### src/rtl/neuron_pkg.sv
// Shared Q3.12 number format and spike encoder types used across the neuron core slice.
package neuron_pkg;
  localparam int INT_W = 3;
  localparam int FRC_W = 12;
  localparam int W     = 1 + INT_W + FRC_W;
  localparam logic signed [W-1:0] Q_ONE = 16'sd4096;
  localparam int TS_W  = 16;

  typedef enum logic [1:0] {ARMED, REFRACT, WAIT_LO} enc_state_t;
  typedef logic [TS_W-1:0] ts_t;
endpackage

### src/rtl/spike_event_encoder_if.sv
// Signal bundle between the neuron core, the spike encoder and the event consumer.
interface spike_event_encoder_if #(
  parameter int unsigned W    = 16,
  parameter int unsigned TS_W = 16
);
  import neuron_pkg::*;

  logic                 v_valid;
  logic signed [W-1:0]  v_in;
  logic signed [W-1:0]  thr_hi;
  logic signed [W-1:0]  thr_lo;
  logic                 spike;
  // Event stream: a transfer happens on a cycle with ev_valid & ev_ready; once
  // ev_valid is high it stays high and ev_ts stays stable until that transfer.
  logic                 ev_valid;
  logic                 ev_ready;
  logic [TS_W-1:0]      ev_ts;
  logic                 overflow;
  logic [7:0]           drop_cnt;
  enc_state_t           dbg_state;

  modport master (
    output v_valid, v_in, thr_hi, thr_lo, ev_ready,
    input  spike, ev_valid, ev_ts, overflow, drop_cnt, dbg_state
  );

  modport slave (
    input  v_valid, v_in, thr_hi, thr_lo, ev_ready,
    output spike, ev_valid, ev_ts, overflow, drop_cnt, dbg_state
  );
endinterface

### src/rtl/event_fifo.sv
// Show-ahead synchronous FIFO: dout always presents the oldest entry while not empty.
module event_fifo #(
  parameter int unsigned DEPTH = 4,
  parameter int unsigned WIDTH = 16
) (
  input  logic             clk,
  input  logic             rst,
  input  logic             push,
  input  logic [WIDTH-1:0] din,
  output logic             full,
  input  logic             pop,
  output logic [WIDTH-1:0] dout,
  output logic             empty
);
  localparam int PTR_W = $clog2(DEPTH);
  localparam int CNT_W = PTR_W + 1;

  logic [WIDTH-1:0] mem [DEPTH];
  logic [PTR_W-1:0] wr_ptr;
  logic [PTR_W-1:0] rd_ptr;
  logic [CNT_W-1:0] count;
  logic             pop_ok;
  logic             push_ok;

  assign empty   = (count == '0);
  assign full    = (count == CNT_W'(DEPTH));
  assign dout    = mem[rd_ptr];
  assign pop_ok  = pop & ~empty;
  // A full FIFO still accepts a write when the head leaves on the same edge.
  assign push_ok = push & (~full | pop_ok);

  always_ff @(posedge clk or negedge rst) begin
    if (!rst) begin
      for (int i = 0; i < int'(DEPTH); i++) mem[i] <= '0;
      wr_ptr <= '0;
      rd_ptr <= '0;
      count  <= '0;
    end else begin
      if (push_ok) begin
        mem[wr_ptr] <= din;
        wr_ptr      <= wr_ptr + PTR_W'(1);
      end
      if (pop_ok) rd_ptr <= rd_ptr + PTR_W'(1);
      if (push_ok && !pop_ok)      count <= count + CNT_W'(1);
      else if (pop_ok && !push_ok) count <= count - CNT_W'(1);
    end
  end
endmodule

### src/rtl/spike_event_encoder.sv
// Threshold-crossing spike detector with refractory/hysteresis re-arm and a
// timestamped event queue toward the spike router.
module spike_event_encoder #(
  parameter int unsigned W          = 16,
  parameter int unsigned TS_W       = 16,
  parameter int unsigned FIFO_DEPTH = 4,
  parameter int unsigned REFRACT    = 8
) (
  input logic                  clk,
  input logic                  rst,
  spike_event_encoder_if.slave bus
);
  import neuron_pkg::*;

  localparam int CNT_W = (REFRACT > 1) ? $clog2(REFRACT) : 1;

  enc_state_t       state_q, state_d;
  logic [CNT_W-1:0] cnt_q, cnt_d;
  logic [TS_W-1:0]  ts_q;
  logic             fire;
  logic             spike_q;
  logic             overflow_q;
  logic [7:0]       drop_q;
  logic             pop, full, empty, drop;
  logic [TS_W-1:0]  head;

  always_ff @(posedge clk or negedge rst) begin
    if (!rst) begin
      state_q <= ARMED;
      cnt_q   <= '0;
    end else begin
      state_q <= state_d;
      cnt_q   <= cnt_d;
    end
  end

  always_comb begin
    state_d = state_q;
    cnt_d   = cnt_q;
    fire    = 1'b0;
    if (bus.v_valid) begin
      case (state_q)
        ARMED: begin
          if (bus.v_in >= bus.thr_hi) begin
            fire = 1'b1;
            if (REFRACT > 0) begin
              state_d = neuron_pkg::REFRACT;
              cnt_d   = CNT_W'(REFRACT - 1);
            end else begin
              state_d = WAIT_LO;
            end
          end
        end
        neuron_pkg::REFRACT: begin
          if (cnt_q == '0) state_d = WAIT_LO;
          else             cnt_d   = cnt_q - CNT_W'(1);
        end
        WAIT_LO: begin
          if (bus.v_in < bus.thr_lo) state_d = ARMED;
        end
        default: state_d = ARMED;
      endcase
    end
  end

  assign pop  = ~empty & bus.ev_ready;
  assign drop = fire & full & ~pop;

  always_ff @(posedge clk or negedge rst) begin
    if (!rst) begin
      ts_q       <= '0;
      spike_q    <= 1'b0;
      overflow_q <= 1'b0;
      drop_q     <= '0;
    end else begin
      spike_q <= fire;
      if (bus.v_valid) ts_q <= ts_q + TS_W'(1);
      if (drop) begin
        overflow_q <= 1'b1;
        if (drop_q != 8'hFF) drop_q <= drop_q + 8'd1;
      end
    end
  end

  event_fifo #(.DEPTH(FIFO_DEPTH), .WIDTH(TS_W)) u_fifo (
    .clk   (clk),
    .rst   (rst),
    .push  (fire & ~drop),
    .din   (ts_q),
    .full  (full),
    .pop   (pop),
    .dout  (head),
    .empty (empty)
  );

  assign bus.spike     = spike_q;
  assign bus.ev_valid  = ~empty;
  assign bus.ev_ts     = head;
  assign bus.overflow  = overflow_q;
  assign bus.drop_cnt  = drop_q;
  assign bus.dbg_state = state_q;
endmodule

### src/flat_wrapper.sv
// flat-port wrapper written by rule: the top's interface ports become plain ports
module spike_event_encoder_flat import neuron_pkg::*;
#(
  parameter int unsigned W          = 16,
  parameter int unsigned TS_W       = 16,
  parameter int unsigned FIFO_DEPTH = 4,
  parameter int unsigned REFRACT    = 8
)
  (clk, rst, bus_v_valid, bus_v_in, bus_thr_hi, bus_thr_lo, bus_ev_ready, bus_spike, bus_ev_valid, bus_ev_ts, bus_overflow, bus_drop_cnt, bus_dbg_state);
  spike_event_encoder_if #(.W(W), .TS_W(TS_W)) bus_i ();
  input logic clk;
  input logic rst;
  input wire logic [$bits(bus_i.v_valid)-1:0] bus_v_valid;
  input wire logic [$bits(bus_i.v_in)-1:0] bus_v_in;
  input wire logic [$bits(bus_i.thr_hi)-1:0] bus_thr_hi;
  input wire logic [$bits(bus_i.thr_lo)-1:0] bus_thr_lo;
  input wire logic [$bits(bus_i.ev_ready)-1:0] bus_ev_ready;
  output wire logic [$bits(bus_i.spike)-1:0] bus_spike;
  output wire logic [$bits(bus_i.ev_valid)-1:0] bus_ev_valid;
  output wire logic [$bits(bus_i.ev_ts)-1:0] bus_ev_ts;
  output wire logic [$bits(bus_i.overflow)-1:0] bus_overflow;
  output wire logic [$bits(bus_i.drop_cnt)-1:0] bus_drop_cnt;
  output wire logic [$bits(bus_i.dbg_state)-1:0] bus_dbg_state;
  assign bus_i.v_valid = bus_v_valid;
  assign bus_i.v_in = bus_v_in;
  assign bus_i.thr_hi = bus_thr_hi;
  assign bus_i.thr_lo = bus_thr_lo;
  assign bus_i.ev_ready = bus_ev_ready;
  assign bus_spike = bus_i.spike;
  assign bus_ev_valid = bus_i.ev_valid;
  assign bus_ev_ts = bus_i.ev_ts;
  assign bus_overflow = bus_i.overflow;
  assign bus_drop_cnt = bus_i.drop_cnt;
  assign bus_dbg_state = bus_i.dbg_state;
  spike_event_encoder #(.W(W), .TS_W(TS_W), .FIFO_DEPTH(FIFO_DEPTH), .REFRACT(REFRACT)) u_core (.clk(clk), .rst(rst), .bus(bus_i));
endmodule
### config.mk
export PLATFORM = sky130hd
export DESIGN_NAME = spike_event_encoder_flat
export DESIGN_NICKNAME = d
export VERILOG_FILES = /design/src/rtl/neuron_pkg.sv /design/src/rtl/spike_event_encoder_if.sv /design/src/rtl/event_fifo.sv /design/src/rtl/spike_event_encoder.sv /design/src/flat_wrapper.sv
export SDC_FILE = /design/constraint.sdc
export NUM_CORES = 1
export LEC_CHECK = 0
export ABC_AREA = 1
export BUFFER_PORTS_ARGS = -buffer_cell sky130_fd_sc_hd__buf_2
export CORE_UTILIZATION = 35
export DETAILED_ROUTE_END_ITERATION = 6
export RECOVER_POWER = 50
export SETUP_SLACK_MARGIN = 0.02
export SYNTH_ARGS = -nofsm -noshare
export SYNTH_HDL_FRONTEND = slang
export SYNTH_HIERARCHICAL = 1
export SYNTH_SLANG_ARGS = --single-unit
### constraint.sdc
create_clock -name clk -period 6.73 [get_ports clk]
set_input_delay 0.673 -clock clk [delete_from_list [all_inputs] [get_ports clk]]
set_output_delay 0.673 -clock clk [all_outputs]
set_load 0.02 [all_outputs]
# --- After elaboration in Yosys (flattened, before gate mapping) ---
# Cells that the tools add are included.
totals:
  regBits: 102
classes:
  n_addsub: 7
  n_lt_le_gt_ge: 5
  eq_ne: 8
  n_mux: 18
  bitwise_logic: 13
  n_reduce_logical: 13
ops:
  columns: ["operator", "count"]
  rows:
  - ["$bwmux 64", 1]
  - ["$mux 16", 3]
  - ["$bmux 16 s2", 1]
  - ["$demux 16 s2", 1]
  - ["$add 16x1->16 const B", 1]
  - ["$ge 16x16->1", 1]
  - ["$lt 16x16->1", 1]
  - ["$mux 3", 4]
  - ["$add 8x1->8 const B", 1]
  - ["$ne 8x8->1 const B", 1]
  - ["$reduce_and 4->1", 2]
  - ["$and 1x1->1", 6]
  - ["$ge 3x3->1 const B", 2]
  - ["$logic_not 3->1", 2]
  - ["$mux 2", 3]
  - ["$ne 2x1->1 const B", 3]
  - ["$not 2->3", 2]
  - ["$pmux 2 s3", 1]
  - ["$pmux 3 s2", 1]
  - ["$sub 3x1->3 const B", 2]
  - ["$add 2x1->2 const B", 2]
  - ["$not 1->1", 4]
  - ["$reduce_bool 2->1", 2]
  - ["$add 3x1->3 const B", 1]
  - ["11 further kinds", 16]

# --- Logic depth before layout (Yosys ltp) ---
# Gate-level depths: netlist of the first run.
logic_depth:
  ltp_word: 13
  ltp_mapped: 25
  mapped_depth_nobuf: 23

# --- Modules after synthesis ---
# Netlist of the first run, hierarchy kept.
by_module_without_submodules:
  columns: ["module", "n_inst", "cells_per_inst", "area_each_um2"]
  rows:
  - ["event_fifo", 1, 425, 3532.1]
  - ["spike_event_encoder", 1, 317, 2403.6]

# --- Worst setup path after synthesis of the first run ---
# No wires, ideal clock.
synth_timing:
  path_type: "input to register"
  startpoint: "input bus_thr_hi[9]"
  endpoint: "register u_core.u_fifo.count[2]"
  setup_time_ns: 0.123
  arrival_ns: 3.064
  path_slack_ns: 3.543
  cell_stages: 21
  n_path_buf: 2
  path_cell_list: "inv_1 -> ha_1 -> nand2_1 -> inv_1 -> o21ai_0 -> a21oi_1 -> nor2_1 -> nand3_1 -> nand3_2 -> nand2_1 -> nor2_1 -> buf_2 -> buf_2 -> nand2_1 -> inv_2 -> ha_1 -> inv_1 -> fa_1 -> nand2_1 -> nand3_1 -> xor2_1"
synth_between:
  elab_chain_cells: 12
  word_cells_on_any_way: 14
  cone_classes: "order compare: 1; mux: 4; bitwise: 5; reduce/logical: 4"
synth_lines:
  columns: ["item", "line_no", "rtl"]
  rows:
  - ["start, declared", "flat_wrapper.sv:15", "input wire logic [$bits(bus_i.thr_hi)-1:0] bus_thr_hi;"]
  - ["$ge 16x16->1 *", "spike_event_encoder.sv:44", "if (bus.v_in >= bus.thr_hi) begin"]
  - ["$mux 1 *", "spike_event_encoder.sv:44", null]
  - ["$mux 1 *", "spike_event_encoder.sv:42", "case (state_q)"]
  - ["$mux 1 *", "spike_event_encoder.sv:41", "if (bus.v_valid) begin"]
  - ["$and 1x1->1 (2 in a row)", "spike_event_encoder.sv:67", "assign drop = fire & full & ~pop;"]
  - ["$not 1->1", "spike_event_encoder.sv:88", ".push (fire & ~drop),"]
  - ["$and 1x1->1 *", "spike_event_encoder.sv:88", null]
  - ["$and 1x1->1 *", "event_fifo.sv:30", "assign push_ok = push & (~full | pop_ok);"]
  - ["via u_core.u_fifo.push_ok", "event_fifo.sv:23", "logic push_ok;"]
  - ["$logic_not 1->1", "event_fifo.sv:45", "else if (pop_ok && !push_ok) count <= count - CNT_W'(1);"]
  - ["$logic_and 1x1->1", "event_fifo.sv:45", null]
  - ["$reduce_bool 2->1 (no source line)", null, null]
  - ["end signal, assigned", "event_fifo.sv:44", "if (push_ok && !pop_ok) count <= count + CNT_W'(1);"]
  - ["end signal, assigned", "event_fifo.sv:45", null]
  - ["end, declared", "event_fifo.sv:21", "logic [CNT_W-1:0] count;"]
# Mark *: on every way through the listed nets, which the timed path passes. The rest lies on a longest branch.
# A chain may end at the register's enable or synchronous reset.

# --- Final worst setup path of the first run ---
layout_timing:
  startpoint: "input bus_v_in[9]"
  endpoint: "register u_core.u_fifo.count[2]"
layout_between:
  elab_chain_cells: 12
  word_cells_on_any_way: 14
  cone_classes: "order compare: 1; mux: 4; bitwise: 5; reduce/logical: 4"
layout_lines:
  columns: ["item", "line_no", "rtl"]
  rows:
  - ["start, declared", "flat_wrapper.sv:14", "input wire logic [$bits(bus_i.v_in)-1:0] bus_v_in;"]
  - ["$ge 16x16->1 *", "spike_event_encoder.sv:44", null]
  - ["$mux 1 *", "spike_event_encoder.sv:44", null]
  - ["$mux 1 *", "spike_event_encoder.sv:42", null]
  - ["$mux 1 *", "spike_event_encoder.sv:41", null]
  - ["$and 1x1->1 (2 in a row)", "spike_event_encoder.sv:67", null]
  - ["$not 1->1", "spike_event_encoder.sv:88", null]
  - ["$and 1x1->1 *", "spike_event_encoder.sv:88", null]
  - ["$and 1x1->1 *", "event_fifo.sv:30", null]
  - ["via u_core.u_fifo.push_ok", "event_fifo.sv:23", null]
  - ["$logic_not 1->1", "event_fifo.sv:45", null]
  - ["$logic_and 1x1->1", "event_fifo.sv:45", null]
  - ["$reduce_bool 2->1 (no source line)", null, null]
# Marked as above.

==> impl_metrics.env, run 1 <==
export IMPL_syn_area_per_cell_um2=8.000
export IMPL_synth_seq_cells=102
export IMPL_use_met1=0.2175
export IMPL_power_density_nw_per_um2=356.0
export IMPL_vias=4977
export IMPL_cts_buffers=9
export IMPL_synthFlopType="dfrtp_1"
export IMPL_required_ns=6.96
export IMPL_fp_dieW_um=132.2
export IMPL_yosysSeqAreaShare=0.4300
export IMPL_antenna_found_initial=0
export IMPL_hold_class="register to register"
export IMPL_drv_slew=42
export IMPL_cp_arrival_ns=3.66
export IMPL_multi_input_area_um2=2829
export IMPL_synth_cell_types=31
export IMPL_synth_warnings=6
export IMPL_insertion_delay_ns=0.34
export IMPL_synth_common_cells="nand2_1 (220), dfrtp_1 (102), inv_1 (78)"
export IMPL_fin_nets=890
export IMPL_status="finished with violations"
export IMPL_ctsHtreeMaxLevel=3
export IMPL_use_met2=0.2772
export IMPL_dieArea_um2=17480
export IMPL_cts_sink_count=102
export IMPL_synth_edf_count=0
export IMPL_worst_slack_ns=3.296
export IMPL_clkTransAtPathRegs_ns=0.07
export IMPL_yosysTopAreaCellShare=0.4300
export IMPL_crit_path_start_kind="input port"
export IMPL_place_congestion=0.8032
export IMPL_chipHeight_um=132.2
export IMPL_worst_path_max_fanout=31
export IMPL_use_met3=0.03153
export IMPL_syn_area_um2=5936
export IMPL_tns_ns=0
export IMPL_dp_hpwl_mm=9.216
export IMPL_worstSetupPathType="input port to register"
export IMPL_post_cts_hold_buffer_count=0
export IMPL_numPortBuffers=80
export IMPL_drcViolationCount=0
export IMPL_seq_area_um2=2552
export IMPL_crit_path_frequent_cell="nand2_1"
export IMPL_wl_per_cell_um=13.53
export IMPL_drv_cap=1
export IMPL_cts_root_buf="clkbuf_16"
export IMPL_finalCriticalPeriod_ns=3.434
export IMPL_synth_nets=835
export IMPL_post_cts_buffers=0
export IMPL_grt_use_total=0.1644
export IMPL_timing_fmax_mhz=291.2
export IMPL_synth_async_reset_ratio=1.000
export IMPL_yosysTopAreaCell="dfrtp_1"
export IMPL_r2r_start="u_core/u_fifo/count[0]$_DFFE_PN0P_"
export IMPL_finClkSkew_ns=0.007769
export IMPL_routed_wl_mm=13.78
export IMPL_cpPeakStageDelay_ns=0.56
export IMPL_drt_pre_antenna_iters=4
export IMPL_leakagePower_uw=0.003621
export IMPL_dp_worst_setup_slack_ns=2.943
export IMPL_synthTopCellsByArea="dfrtp_1 (43%), nand2_1 (14%), ha_1 (8.4%)"
export IMPL_nFillCells=1727
export IMPL_drive_above_1_share=0.1227
export IMPL_max_slew_margin=-0.4656
export IMPL_vdd_drop_max_uv=161.3
export IMPL_drt_initial_drc_count=262
export IMPL_cts_max_path_buffers=2
export IMPL_antennaDiodeCount=0
export IMPL_cts_resized=0
export IMPL_grt_max_degree=71
export IMPL_synth_most_common_cell="nand2_1"
export IMPL_tritoncts="done"
export IMPL_core_area_um2=16580
export IMPL_grt_pass1_vias=4653
export IMPL_vias_per_cell=4.884
export IMPL_cp_startpoint="bus_v_in[9]"
export IMPL_hold_violations=0
export IMPL_rsz0062_at_grt="false"
export IMPL_hp_start="u_core/bus.overflow$_DFFE_PN0P_"
export IMPL_syn2layout_area_growth_pct=11.85
export IMPL_finalCritPeriodShare=0.5102
export IMPL_start_util=0.3579
export IMPL_ant_nets=0
export IMPL_grt_first_pass_wirelength_mm=23.14
export IMPL_tightestPinTransition_ns=2.198
export IMPL_path_cells="buf_2, ha_1, nand2_1, inv_1, o21ai_0, a21oi_1, nor2_1, nand3_1, nand3_2, nand2_1, nor2_4, nand2_1, inv_2, ha_1, inv_1, fa_1, nand2_1, nand3_1, xor2_1"
export IMPL_io_pins=81
export IMPL_grt_busiest_layer="met2"
export IMPL_rows=47
export IMPL_endpoint_kind="register"
export IMPL_crit_path_top_delay_cell="nor2_4"
export IMPL_overflow=0
export IMPL_setup_viol=0
export IMPL_failed_checks="capacitance limit, slew limit"
export IMPL_netlist_instances=742
-- registers in the layout (all words and copies together), names as in the netlist --
register	count
u_core/u_fifo/mem	64
u_core/ts_q	16
u_core/bus.drop_cnt	8
u_core/cnt_q	3
u_core/u_fifo/count	3
u_core/bus.dbg_state	2
u_core/u_fifo/rd_ptr	2
u_core/u_fifo/wr_ptr	2
u_core/bus.overflow	1
u_core/bus.spike	1
-- path summary, 6_finish.rpt --
kind	slack (ns)	endpoint	cells past startpoint
max	3.30	u_core/u_fifo/count[2]$_DFFE_PN0P_	19
min	0.47	u_core/bus.overflow$_DFFE_PN0P_	2
max reg2reg	3.81	u_core/u_fifo/count[2]$_DFFE_PN0P_	14
min reg2reg	0.47	u_core/bus.overflow$_DFFE_PN0P_	2
max in group asynchronous	3.98	u_core/bus.drop_cnt[5]$_DFFE_PN0P_	2
min in group asynchronous	0.97	u_core/u_fifo/mem[3]$_DFFE_PN0P_	1
-- cell type report --
class,instances,share of cell area
Sequential cell,102,0.3845
Clock inverter,1,0.001131
Clock buffer,12,0.03864
Multi-Input combinational cell,518,0.4261
Timing Repair Buffer,83,0.06125
Tap cell,220,0.04146
Inverter,83,0.04693
-- layout by cell type, fill, tap and decap left out, types with 2 or more instances in the layout --
cell type	synthesis	final
buf_4	4	3
xor2_1	13	13
dfrtp_1	102	102
clkbuf_1	11	14
o22ai_1	16	16
buf_2	13	67
o21ai_0	28	28
inv_2	5	4
a21oi_1	15	15
xnor2_1	11	11
nor3_1	4	4
nand3_1	15	16
ha_1	40	40
nor2_2	3	2
inv_1	78	79
nand3_2	8	7
clkbuf_16	0	9
nor2_1	53	54
nand3b_1	1	2
nand4_1	70	70
nand2_1	220	220
clkbuf_8	0	2
o21ai_1	13	13
-- critical path: cells and delay by family --
family          cells  cell delay [ns]
xor+xnor            1             0.15
buf+inv             4             0.32
fa+ha+maj           3             0.84
compound gates      2             0.23
simple gates        9             1.46
-- stage by stage --
| stage | cell area, um^2 | hold slack (ns) | utilization | cells | power [uW] |
|---|---|---|---|---|---|
| floorplan | 5936 | 0.3774 | - | 742 | 1619 |
| global placement | 6421 | 0.4484 | 0.3872 | 1006 | 1887 |
| finish | 6639 | 0.4676 | 0.4003 | 1019 | 2363 |
| detailed placement | 6421 | 0.4463 | 0.3872 | 1006 | 1901 |
| CTS | 6685 | 0.3208 | 0.4031 | 1019 | 2388 |
| global route | 6639 | 0.4817 | 0.4003 | 1019 | 2537 |
-- where the power goes --
part           switching, uW  internal, uW  total [uW]
registers                179           761         940
logic                    630           314         944
clock network            214           265         479
total                   1020          1340        2360
-- metal layers --
layer	vias to the layer above	routed length (um)
li1	2528	-
met1	2330	6390
met5	-	0
met3	6	629
met2	113	6667
met4	0	95
-- cells by family after synthesis --
kind of cell             after synthesis  synth area share
AO/OA/AOI/OAI                         74           0.06661
adder cells (fa/ha/maj)               41           0.08769
AND/OR/NAND/NOR                      379            0.2903
XOR/XNOR                              24           0.03541
buffers and inverters                122           0.09001
flip-flops                           102            0.4300
Power figures use the tool's default switching activity.
==> run 2, diff against run 1 <==
ABC_AREA = 0   (was 1)
clock period = 3.55 ns   (was 6.73 ns; I/O delays follow)
==> run 2 against run 1 <==
- the run still ends with capacitance limit, slew limit left
- cell area shrank 4.1%
- worst setup slack lost 2.8 ns
- first-iteration DRC count shrank 68%
- count of clock-buffer cells in the layout shrank 2
- hold slack lost 0.14 ns
- clock power grew 100%
- clock skew grew 0.0018 ns
- flip-flop and latch count is the same
- global-route usage shrank 1.9 points
- highest routed layer unchanged
- routed wire length shrank 24%
==> impl_metrics.env, run 2 <==
export IMPL_status="finished with violations"
export IMPL_failed_checks="capacitance limit, slew limit"
export IMPL_drt_pre_antenna_iters=4
export IMPL_yosysSeqAreaShare=0.4677
export IMPL_path_cells="nor3_1, nor2b_1, or2b_2, and2_1, and2b_2, ha_1, inv_1, fa_1, mux2_2"
export IMPL_vdd_drop_max_uv=304.8
export IMPL_r2r_start="u_core/u_fifo/count[0]$_DFFE_PN0P_"
export IMPL_nFillCells=1474
export IMPL_post_cts_hold_buffer_count=0
export IMPL_max_slew_margin=-0.9704
export IMPL_cts_root_buf="clkbuf_16"
export IMPL_syn_area_um2=5458
export IMPL_syn2layout_area_growth_pct=16.69
export IMPL_worst_path_max_fanout=5
export IMPL_fp_dieW_um=126.9
export IMPL_max_flop_register="u_core/u_fifo/mem"
export IMPL_finalCritPeriodShare=0.8499
export IMPL_cts_resized=0
export IMPL_cts_buffers=9
export IMPL_antenna_found_initial=0
export IMPL_numPortBuffers=80
export IMPL_insertion_delay_ns=0.35
export IMPL_synth_seq_cells=102
export IMPL_crit_end="u_core/u_fifo/count[1]$_DFFE_PN0P_"
export IMPL_final_common_cell="dfrtp_1"
export IMPL_syn_area_per_cell_um2=12.58
export IMPL_timing_fmax_mhz=331.4
export IMPL_grt_pass1_vias=3824
export IMPL_power_density_nw_per_um2=584.5
export IMPL_tritoncts="done"
export IMPL_synth_async_reset_ratio=1.000
export IMPL_r2r_end="u_core/u_fifo/count[1]$_DFFE_PN0P_"
export IMPL_rows=45
export IMPL_cp_arrival_ns=3.25
export IMPL_placed_area_um2=6080
export IMPL_dieArea_um2=16100
export IMPL_power_frac_comb=0.288
export IMPL_crit_path_start_kind="register"
export IMPL_drv_cap=1
export IMPL_p_sw_frac=0.3335
export IMPL_synth_warnings=6
export IMPL_place_congestion=0.7964
export IMPL_hold_class="input port to register"
export IMPL_chipHeight_um=126.9
export IMPL_yosysTopAreaCell="dfrtp_1"
export IMPL_synth_cell_types=52
export IMPL_ant_nets=0
export IMPL_netlist_instances=434
export IMPL_start_util=0.3590
export IMPL_largest_register_ff_count=64
export IMPL_grt_first_pass_wirelength_mm=18.38
export IMPL_tightestPinTransition_ns=2.956
export IMPL_cts_max_path_buffers=2
export IMPL_hold_violations=0
export IMPL_cts_sink_count=102
export IMPL_finalCriticalPeriod_ns=3.017
export IMPL_holdPathStages=2
export IMPL_clock_power_share=0.260
export IMPL_ctsHtreeMaxLevel=3
export IMPL_yosysTopAreaCellShare=0.4677
export IMPL_grt_use_total=0.1454
export IMPL_drt_initial_drc_count=84
export IMPL_cpPeakStageDelay_ns=0.47
export IMPL_endpoint_kind="register"
export IMPL_rsz0062_at_grt="false"
export IMPL_internal_power_uw=2481
export IMPL_synthFlopType="dfrtp_1"
export IMPL_vias=3516
export IMPL_io_pins=81
export IMPL_dp_worst_setup_slack_ns=0.2385
export IMPL_drive_above_1_share=0.3762
export IMPL_setup_viol=0
export IMPL_dp_hpwl_mm=7.736
export IMPL_multi_input_area_um2=2669
export IMPL_required_ns=3.78
export IMPL_synth_common_cells="dfrtp_1 (102), mux2_2 (67), inv_1 (41)"
export IMPL_worstSetupPathType="register to register"
export IMPL_seq_area_um2=2552
export IMPL_layout_common_cells="dfrtp_1 (102), buf_2 (71), mux2_2 (67)"
export IMPL_synthTopCellsByArea="dfrtp_1 (47%), mux2_2 (14%), ha_1 (9.2%)"
export IMPL_synth_most_common_cell="dfrtp_1"
export IMPL_synth_nets=527
export IMPL_worst_slack_ns=0.5327
export IMPL_overflow=0
export IMPL_final_cell_area_um2=6369
export IMPL_grt_max_degree=58
export IMPL_vias_per_cell=4.904
export IMPL_ff2ff_setup_slack_ns=0.53
export IMPL_clkTransAtPathRegs_ns=0.07
export IMPL_core_area_um2=15200
export IMPL_fin_nets=617
export IMPL_drv_slew=58
export IMPL_crit_path_top_delay_cell="dfrtp_1"
export IMPL_wl_per_cell_um=14.67
export IMPL_routed_wl_mm=10.52
export IMPL_cp_startpoint="u_core/u_fifo/count[0]$_DFFE_PN0P_"
export IMPL_synth_edf_count=0
export IMPL_r2r_cells=9
export IMPL_tns_ns=0
export IMPL_leakagePower_uw=0.003179
export IMPL_antennaDiodeCount=0
export IMPL_drcViolationCount=0
export IMPL_post_cts_buffers=0
export IMPL_p_sw_uw=1241
export IMPL_power_frac_seq=0.452
export IMPL_finClkSkew_ns=0.009532
[run 2: per-layer routing]
metal / GRT usage / vias up / part of all wire
met3: 0.04007 / 9 / 0.042
li1: - / 1713 / -
met1: 0.1862 / 1728 / 0.47
met4: 0.04202 / 0 / 0.010
met2: 0.2401 / 66 / 0.48
met5: 0 / - / 0
[run 2: through the flow]
stage	util	std cells	total power (uW)	hold WS (ns)
global route	0.4189	717	3968	0.3289
detailed placement	0.3999	701	2807	0.4572
CTS	0.4198	717	3792	0.07286
floorplan	-	434	2438	0.05941
global placement	0.3999	701	2755	0.4354
finish	0.4189	717	3723	0.3238
[run 2: cell type report]
| type | count | area share |
|---|---|---|
| Clock buffer | 10 | 0.03752 |
| Clock inverter | 6 | 0.01002 |
| Inverter | 42 | 0.02515 |
| Multi-Input combinational cell | 281 | 0.4191 |
| Sequential cell | 102 | 0.4008 |
| Tap cell | 188 | 0.03694 |
| Timing Repair Buffer | 88 | 0.07053 |
[run 2: power groups by stage]
stage / clock network [uW] / logic, uW / registers (uW)
floorplan: 0 / 843 / 1590
global placement: 0 / 1070 / 1690
detailed placement: 0 / 1100 / 1710
CTS: 1010 / 1100 / 1680
global route: 1050 / 1190 / 1730
finish: 967 / 1070 / 1680
[run 2: worst max-delay path, delay by kind of cell (launching register included)]
family	cells	cell delay, ns
adders and majority gates	2	0.61
buffers and inverters	1	0.08
DFF	1	0.47
muxes	1	0.28
and+or+nand+nor	5	1.46
[run 2: worst min-delay path by stage]
| stage | slack (ns) | from | end |
|---|---|---|---|
| after floorplan | 0.06 | rst | u_core/bus.dbg_state[0]$_DFFE_PN0P_ |
| after global placement | 0.44 | rst | u_core/u_fifo/mem[55]$_DFFE_PN0P_ |
| after detailed placement | 0.46 | rst | u_core/u_fifo/mem[39]$_DFFE_PN0P_ |
| after CTS | 0.07 | rst | u_core/u_fifo/mem[58]$_DFFE_PN0P_ |
| after global routing | 0.33 | bus_v_valid | u_core/ts_q[0]$_DFFE_PN0P_ |
| final | 0.32 | bus_v_valid | u_core/ts_q[0]$_DFFE_PN0P_ |
[run 2: logic make-up after synthesis]
kind of cell / share of synthesized area
AND/OR/NAND/NOR: 0.09927
multiplexers: 0.2070
AO/OA/AOI/OAI: 0.04402
buffers and inverters: 0.04333
XOR/XNOR: 0.04333
flip-flops: 0.4677
adder cells (fa/ha/maj): 0.09537
